===== src/rtl/fetch_unit.sv =====
// fetch_unit: instruction fetch stage. Owns the PC, keeps one read in flight
// to instruction memory at a time, and hands a registered instruction to the
// decoder over valid/ready. Redirects flush the held instruction; a redirect
// that lands on a pending read first drains that read at its original address.
module fetch_unit #(
  parameter logic [31:0] RESET_PC = 32'h0000_0000
) (
  input  logic        clk,
  input  logic        rst_n,
  output logic        imem_req,
  output logic [31:0] imem_addr,
  input  logic        imem_ack,
  input  logic [31:0] imem_rdata,
  output logic [31:0] ins,
  output logic [31:0] ins_pc,
  output logic        ins_valid,
  input  logic        ins_ready,
  input  logic        redirect,
  input  logic [31:0] redirect_pc
);

  typedef enum logic [1:0] {IDLE, REQ, FULL, DRAIN} state_t;

  state_t      state, state_nxt;
  logic [31:0] pc;
  logic [31:0] drain_addr;
  logic [31:0] tgt;

  // Redirect targets are word-aligned regardless of what the branch unit sends.
  assign tgt = {redirect_pc[31:2], 2'b00};

  // State register.
  always_ff @(posedge clk or negedge rst_n) begin
    if (!rst_n) state <= IDLE;
    else        state <= state_nxt;
  end

  // Next state: redirect outranks ack and consume in every state.
  always_comb begin
    state_nxt = state;
    case (state)
      IDLE:  state_nxt = REQ;
      REQ: begin
        if (redirect)      state_nxt = imem_ack ? REQ : DRAIN;
        else if (imem_ack) state_nxt = FULL;
      end
      FULL:  if (redirect || ins_ready) state_nxt = REQ;
      DRAIN: if (imem_ack) state_nxt = REQ;
      default: state_nxt = IDLE;
    endcase
  end

  // Memory request outputs; a drain keeps presenting the stalled address.
  always_comb begin
    imem_req  = (state == REQ) || (state == DRAIN);
    imem_addr = (state == DRAIN) ? drain_addr : pc;
  end

  // PC, drain address and the decoder-facing instruction register.
  always_ff @(posedge clk or negedge rst_n) begin
    if (!rst_n) begin
      pc         <= RESET_PC;
      drain_addr <= 32'h0;
      ins        <= 32'h0;
      ins_pc     <= 32'h0;
      ins_valid  <= 1'b0;
    end else begin
      case (state)
        IDLE: if (redirect) pc <= tgt;
        REQ: begin
          if (redirect) begin
            // Returning data (if any) belongs to the old path and is dropped.
            pc <= tgt;
            if (!imem_ack) drain_addr <= pc;
          end else if (imem_ack) begin
            ins       <= imem_rdata;
            ins_pc    <= pc;
            ins_valid <= 1'b1;
            pc        <= pc + 32'd4;
          end
        end
        FULL: begin
          if (redirect) begin
            ins_valid <= 1'b0;
            pc        <= tgt;
          end else if (ins_ready) begin
            ins_valid <= 1'b0;
          end
        end
        DRAIN: if (redirect) pc <= tgt;
        default: ;
      endcase
    end
  end

endmodule


===== config.mk =====
export PLATFORM = sky130hd
export DESIGN_NAME = fetch_unit
export DESIGN_NICKNAME = d
export VERILOG_FILES = /design/src/rtl/fetch_unit.sv
export SDC_FILE = /design/constraint.sdc
export NUM_CORES = 1
export LEC_CHECK = 0
export CAP_MARGIN = 40
export CORE_MARGIN = 2
export CORE_UTILIZATION = 30
export CTS_CLUSTER_DIAMETER = 80
export DETAILED_ROUTE_END_ITERATION = 8
export GPL_ROUTABILITY_DRIVEN = 0
export GPL_TIMING_DRIVEN = 0
export PLACE_DENSITY = 0.62
export SYNTH_ARGS = -nofsm -noshare
export SYNTH_HDL_FRONTEND = slang
export SYNTH_SLANG_ARGS = --single-unit

===== constraint.sdc =====
create_clock -name clk -period 4.8 [get_ports clk]
set_input_delay 0.48 -clock clk [delete_from_list [all_inputs] [get_ports clk]]
set_output_delay 0.48 -clock clk [all_outputs]
set_load 0.01 [all_outputs]

Word-level counts from Yosys, hierarchy flattened
Cells that the tools add are included.
{"block": "totals", "reg_bits": 131, "latch_bits": 0, "ramBits": 0, "rom_bits": 0, "input_bits": 69, "out_inout_bits": 98, "wordCells": 45, "mem_count": 0}
{"block": "op_classes", "n_addsub": 1, "multipliers": 0, "div": 0, "magnitude_cmp": 0, "n_eq_ne": 10, "n_shift": 0, "muxes": 16, "n_bitwise": 2, "reduce_logical": 10}
{"cell": "two-way mux 32 bit", "n": 4}
{"cell": "case mux 32 bit (2 select lines)", "n": 1}
{"cell": "adder 32 x 3 -> 32 bit, second input constant", "n": 1}
{"cell": "two-way mux 2 bit", "n": 5}
{"cell": "AND reduction 3 bit", "n": 3}
{"cell": "inequality test 2 bit, second input constant", "n": 4}
{"cell": "case mux 2 bit (4 select lines)", "n": 1}
{"cell": "inequality test 3 bit, second input constant", "n": 2}
{"cell": "== test 2 bit, second input constant", "n": 2}
{"cell": "two-way mux 1 bit", "n": 4}
{"cell": "AND reduction 4 bit", "n": 1}
{"cell": "OR reduction 3 bit", "n": 1}
{"cell": "== test 2 x 1 -> 1 bit, second input constant", "n": 1}
{"cell": "logical NOT 2 bit", "n": 1}
{"cell": "logical OR 1 bit", "n": 2}
{"cell": "inequality test 2 x 1 -> 1 bit, second input constant", "n": 1}
{"cell": "NOT 1 bit", "n": 2}
{"cell": "case mux 1 bit (2 select lines)", "n": 1}
{"cell": "AND reduction 2 bit", "n": 1}
{"cell": "nonzero test 2 bit", "n": 1}

Longest topological paths before layout
{"block": "logic_depth", "ltp_word": 4, "ltp_mapped": 7, "depth_no_buf": 5}

Worst setup path before layout
OpenSTA, ideal clock, no wires.
{"block": "synth_path", "path_type": "flip-flop to flip-flop", "from": "reg pc[8]", "to": "reg pc[22]", "setup_ns": 0.123, "t_arrival_ns": 1.880, "required_time_ns": 4.677, "slack_ns": 2.797, "stages_incl_launch_ff": 7, "n_path_buf": 2, "period_less_slack_ns": 2.003, "path_cell_list": "dfrtp_1 > buf_2 > nand4_2 > or4_1 > buf_2 > or4_1 > o221a_2"}
{"block": "synth_via", "elab_chain_cells": 4}
{"element": "start, declared", "line_no": "25", "source": "logic [31:0] pc;"}
{"element": "start signal, assigned", "line_no": "69", "source": "IDLE: if (redirect) pc <= tgt;"}
{"element": "start signal, assigned", "line_no": "73", "source": "pc <= tgt;"}
{"element": "start signal, assigned", "line_no": "79", "source": "pc <= pc + 32'd4;"}
{"element": "adder 32 x 3 -> 32 bit", "line_no": "79"}
{"element": "two-way mux 32 bit", "line_no": "75", "source": "end else if (imem_ack) begin"}
{"element": "two-way mux 32 bit", "line_no": "71", "source": "if (redirect) begin"}
{"element": "case mux 32 bit (2 select lines)", "line_no": "68", "source": "case (state)"}
No other way between the ends. The select of a mux whose other input is x is not followed.
A chain may end at the register's enable or synchronous reset.

Worst setup path in the final report
{"block": "layout_path", "from": "reg state[0]", "to": "out imem_addr[11]"}
{"block": "layout_via", "elab_chain_cells": 2}
{"element": "start, declared", "line_no": "24", "source": "state_t state, state_nxt;"}
{"element": "start signal, assigned", "line_no": "35", "source": "else state <= state_nxt;"}
{"element": "== test 2 bit", "line_no": "56", "source": "imem_addr = (state == DRAIN) ? drain_addr : pc;"}
{"element": "two-way mux 32 bit", "line_no": "56"}
{"element": "end, declared", "line_no": "11", "source": "output logic [31:0] imem_addr,"}
No other way between the ends.

==> impl_metrics.json <==
{
  "instances_no_fill": 898,
  "ff2ff_path_depth": 5,
  "rows": 50,
  "portBuffers": 160,
  "hold_path_depth": 1,
  "cts-root-buf": "clkbuf_16",
  "hold_end": "drain_addr[22]",
  "clock_path_buffers": 2,
  "final_util": 0.4420,
  "antenna_found_initial": 0,
  "reg2reg_slack_ns": 2.09,
  "drc": 0,
  "io_pins": 167,
  "cts_buffers": 17,
  "clkLatencyLatePin_ns": 0.42,
  "wl_per_cell_um": 17.81,
  "wirelength_mm": 16.00,
  "clkSlewWorstSetupHoldPaths_ns": 0.06,
  "grt_overflow": 0,
  "area_growth_pct": 44.48,
  "synth_cells": 466,
  "slowest_stage": "clkbuf_1",
  "cts_tree": "yes",
  "syn_area_per_cell_um2": 12.32,
  "synth-main-ff-cell": "dfrtp_1",
  "powerDensity_nw_per_um2": 475.7,
  "grt_use_total": 0.1599,
  "critical_path_class": "flip-flop to primary output",
  "cpPeakStageDelay_ns": 0.54,
  "finalSetupViolCount": 0,
  "leakagePower_nw": 3.253,
  "synth_edf_count": 0,
  "num_vias": 4422,
  "worstPathMaxFanout": 10,
  "ys_types": 42,
  "dieArea_um2": 20260,
  "final-hold-violation-count": 0,
  "cp.arrival_ns": 2.48,
  "maxSlewHeadroom": 0.5088,
  "peakVddDrop_mv": 0.2620,
  "vias_per_cell": 4.924,
  "synth_top_area_cell": "dfrtp_1",
  "cts.sinks": 125,
  "htreeDepth": 4,
  "slew_viol_final": 0,
  "start_util": 0.3059,
  "hold_start": "drain_addr[22]",
  "yosys.cell_count.top_type": "dfrtp_1",
  "placed_cells": 865,
  "worstReg2RegEnd": "ins_pc[21]",
  "ys_warn_count": 0,
  "grt_pass1_wl_mm": 24.76,
  "synthDominantCellAreaShare": 0.5448,
  "max_freq_ghz": 0.3382,
  "synth_area_um2": 5742,
  "grt_pass1_vias": 4655,
  "worst_pin_slew_ns": 0.7368,
  "cp_data_required_time_ns": 4.32,
  "rsz0062_at_grt": "false",
  "n_antenna_cell": 0,
  "timing.rr.start": "state[1]",
  "period_share": 0.6161,
  "async_flop_share": 1.000,
  "fin_crit_ns": 2.957,
  "hold-worst-slack_ns": 0.5018,
  "fp.dieH_um": 142.3,
  "layout.nets": 721,
  "ys_ff_latch": 125,
  "ant_nets": 0,
  "worstPathCellList": "nand2_1 -> clkbuf_1 -> mux2_2 -> clkdlybuf4s50_1",
  "synth_common_cells": "125 x dfrtp_1, 122 x mux2_2, 29 x clkbuf_1, 29 x nand2_1, 19 x o21ai_0",
  "critPathLaunchType": "flip-flop",
  "dp_hpwl_mm": 11.44,
  "core_um2": 18770,
  "finalClockSkew_ns": 0.01896,
  "drt_first_pass_iters": 4,
  "grt_max_degree": 93,
  "die_x_um": 142.3,
  "yosysSeqAreaShare": 0.5448,
  "yosys-top-cells-area": "dfrtp_1 54%, mux2_2 24%, clkbuf_1 1.9%",
  "hp-class": "flip-flop to flip-flop",
  "outcome": "complete, no violations",
  "final_layout_size_suffix_gt1_frac": 0.2515,
  "end_kind": "primary output",
  "first_iter_violations": 216,
  "maxCapViolations": 0
}
==> timing repair <==
item | in CTS | in global routing
endpoints found under the hold margin | 33 | 0
resized for setup | 0 | 0
buffers inserted | 0 | 0
hold buffers | 1 | 0
==> flip-flops by register name, summed over array words and instances (netlist names) <==
register    flops
ins            32
ins_valid       1
state           2
drain_addr     30
ins_pc         30
pc             30
==> metal layers <==
| metal | vias up | part of all wire | global-route usage |
|---|---|---|---|
| li1 | 2056 | - | - |
| met1 | 2213 | 0.42 | 0.1928 |
| met2 | 136 | 0.50 | 0.2728 |
| met3 | 17 | 0.063 | 0.05182 |
| met4 | 0 | 0.015 | 0.04898 |
| met5 | - | 0 | 0 |
==> critical path: cells and delay by family, from the launching register on <==
kind	cells	cell delay (ns)
buf+inv	2	1.04
flops	1	0.45
mux	1	0.40
simple gates	1	0.15
==> cell type report <==
type | count | area, um2
Multi-Input combinational cell | 301 | 2442
Fill cell | 1735 | 10470
Clock buffer | 21 | 460.4
Timing Repair Buffer | 163 | 1648
Clock inverter | 11 | 141.4
Inverter | 6 | 22.52
Buffer | 37 | 160.2
Sequential cell | 125 | 3128
Tap cell | 234 | 292.8
==> power by group <==
part | internal [mW] | leakage (nW) | switching [mW]
registers | 1.33 | 1.47 | 0.165
logic | 0.713 | 1.50 | 0.430
clock network | 0.840 | 0.289 | 0.471
==> cells by family (layout without fill, tap and decap cells) <==
kind of cell | Yosys count | in the layout | synth area share
simple gates | 111 | 111 | 0.1057
other cells | 1 | 4 | 0.0006531
flops | 125 | 125 | 0.5448
compound gates | 51 | 51 | 0.05709
buf+inv | 43 | 238 | 0.03181
fa+ha+maj | 1 | 1 | 0.002179
xor+xnor | 11 | 11 | 0.01678
mux | 123 | 123 | 0.2410
==> through the flow <==
stage                     power [mW]  TNS (ns)  instance area (um2)  setup WS, ns
after floorplan                2.000         0                 5753         2.797
after global placement         2.629   -216.85                 7647        -1.749
after detailed placement       2.667         0                 7684         1.557
after CTS                      4.005         0                 8295         1.784
after global routing           4.144         0                 8295         1.726
final                          3.946         0                 8295         1.843
==> how the worst max path moves through the flow <==
stage	depth (start not counted)	startpoint	slack, ns	end
global placement	1	rst_n	-1.75	ins_pc[17]
finish	4	state[0]	1.84	imem_addr[11]
CTS	4	state[0]	1.78	imem_addr[11]
global route	4	state[0]	1.73	imem_addr[12]
detailed placement	6	imem_ack	1.56	ins_pc[26]
floorplan	6	pc[8]	2.80	pc[22]
==> cell usage in the layout (no fill, tap or decap), drive strengths merged, types with 4 or more instances in the layout <==
master	synthesis	final
clkdlybuf4s50	0	159
dfrtp	125	125
mux2	122	122
clkbuf	29	50
nand2	29	29
o21ai	19	19
nor2	16	16
nand3	13	13
a31oi	12	12
buf	8	11
nand4	10	10
or4	9	9
o31ai	8	8
or3	7	7
inv	6	6
xnor2	6	6
and4	5	5
xor2	5	5
clkinv	0	5
o211ai	4	4
nor3	4	4
conb	1	4
Power figures use the tool's default switching activity.
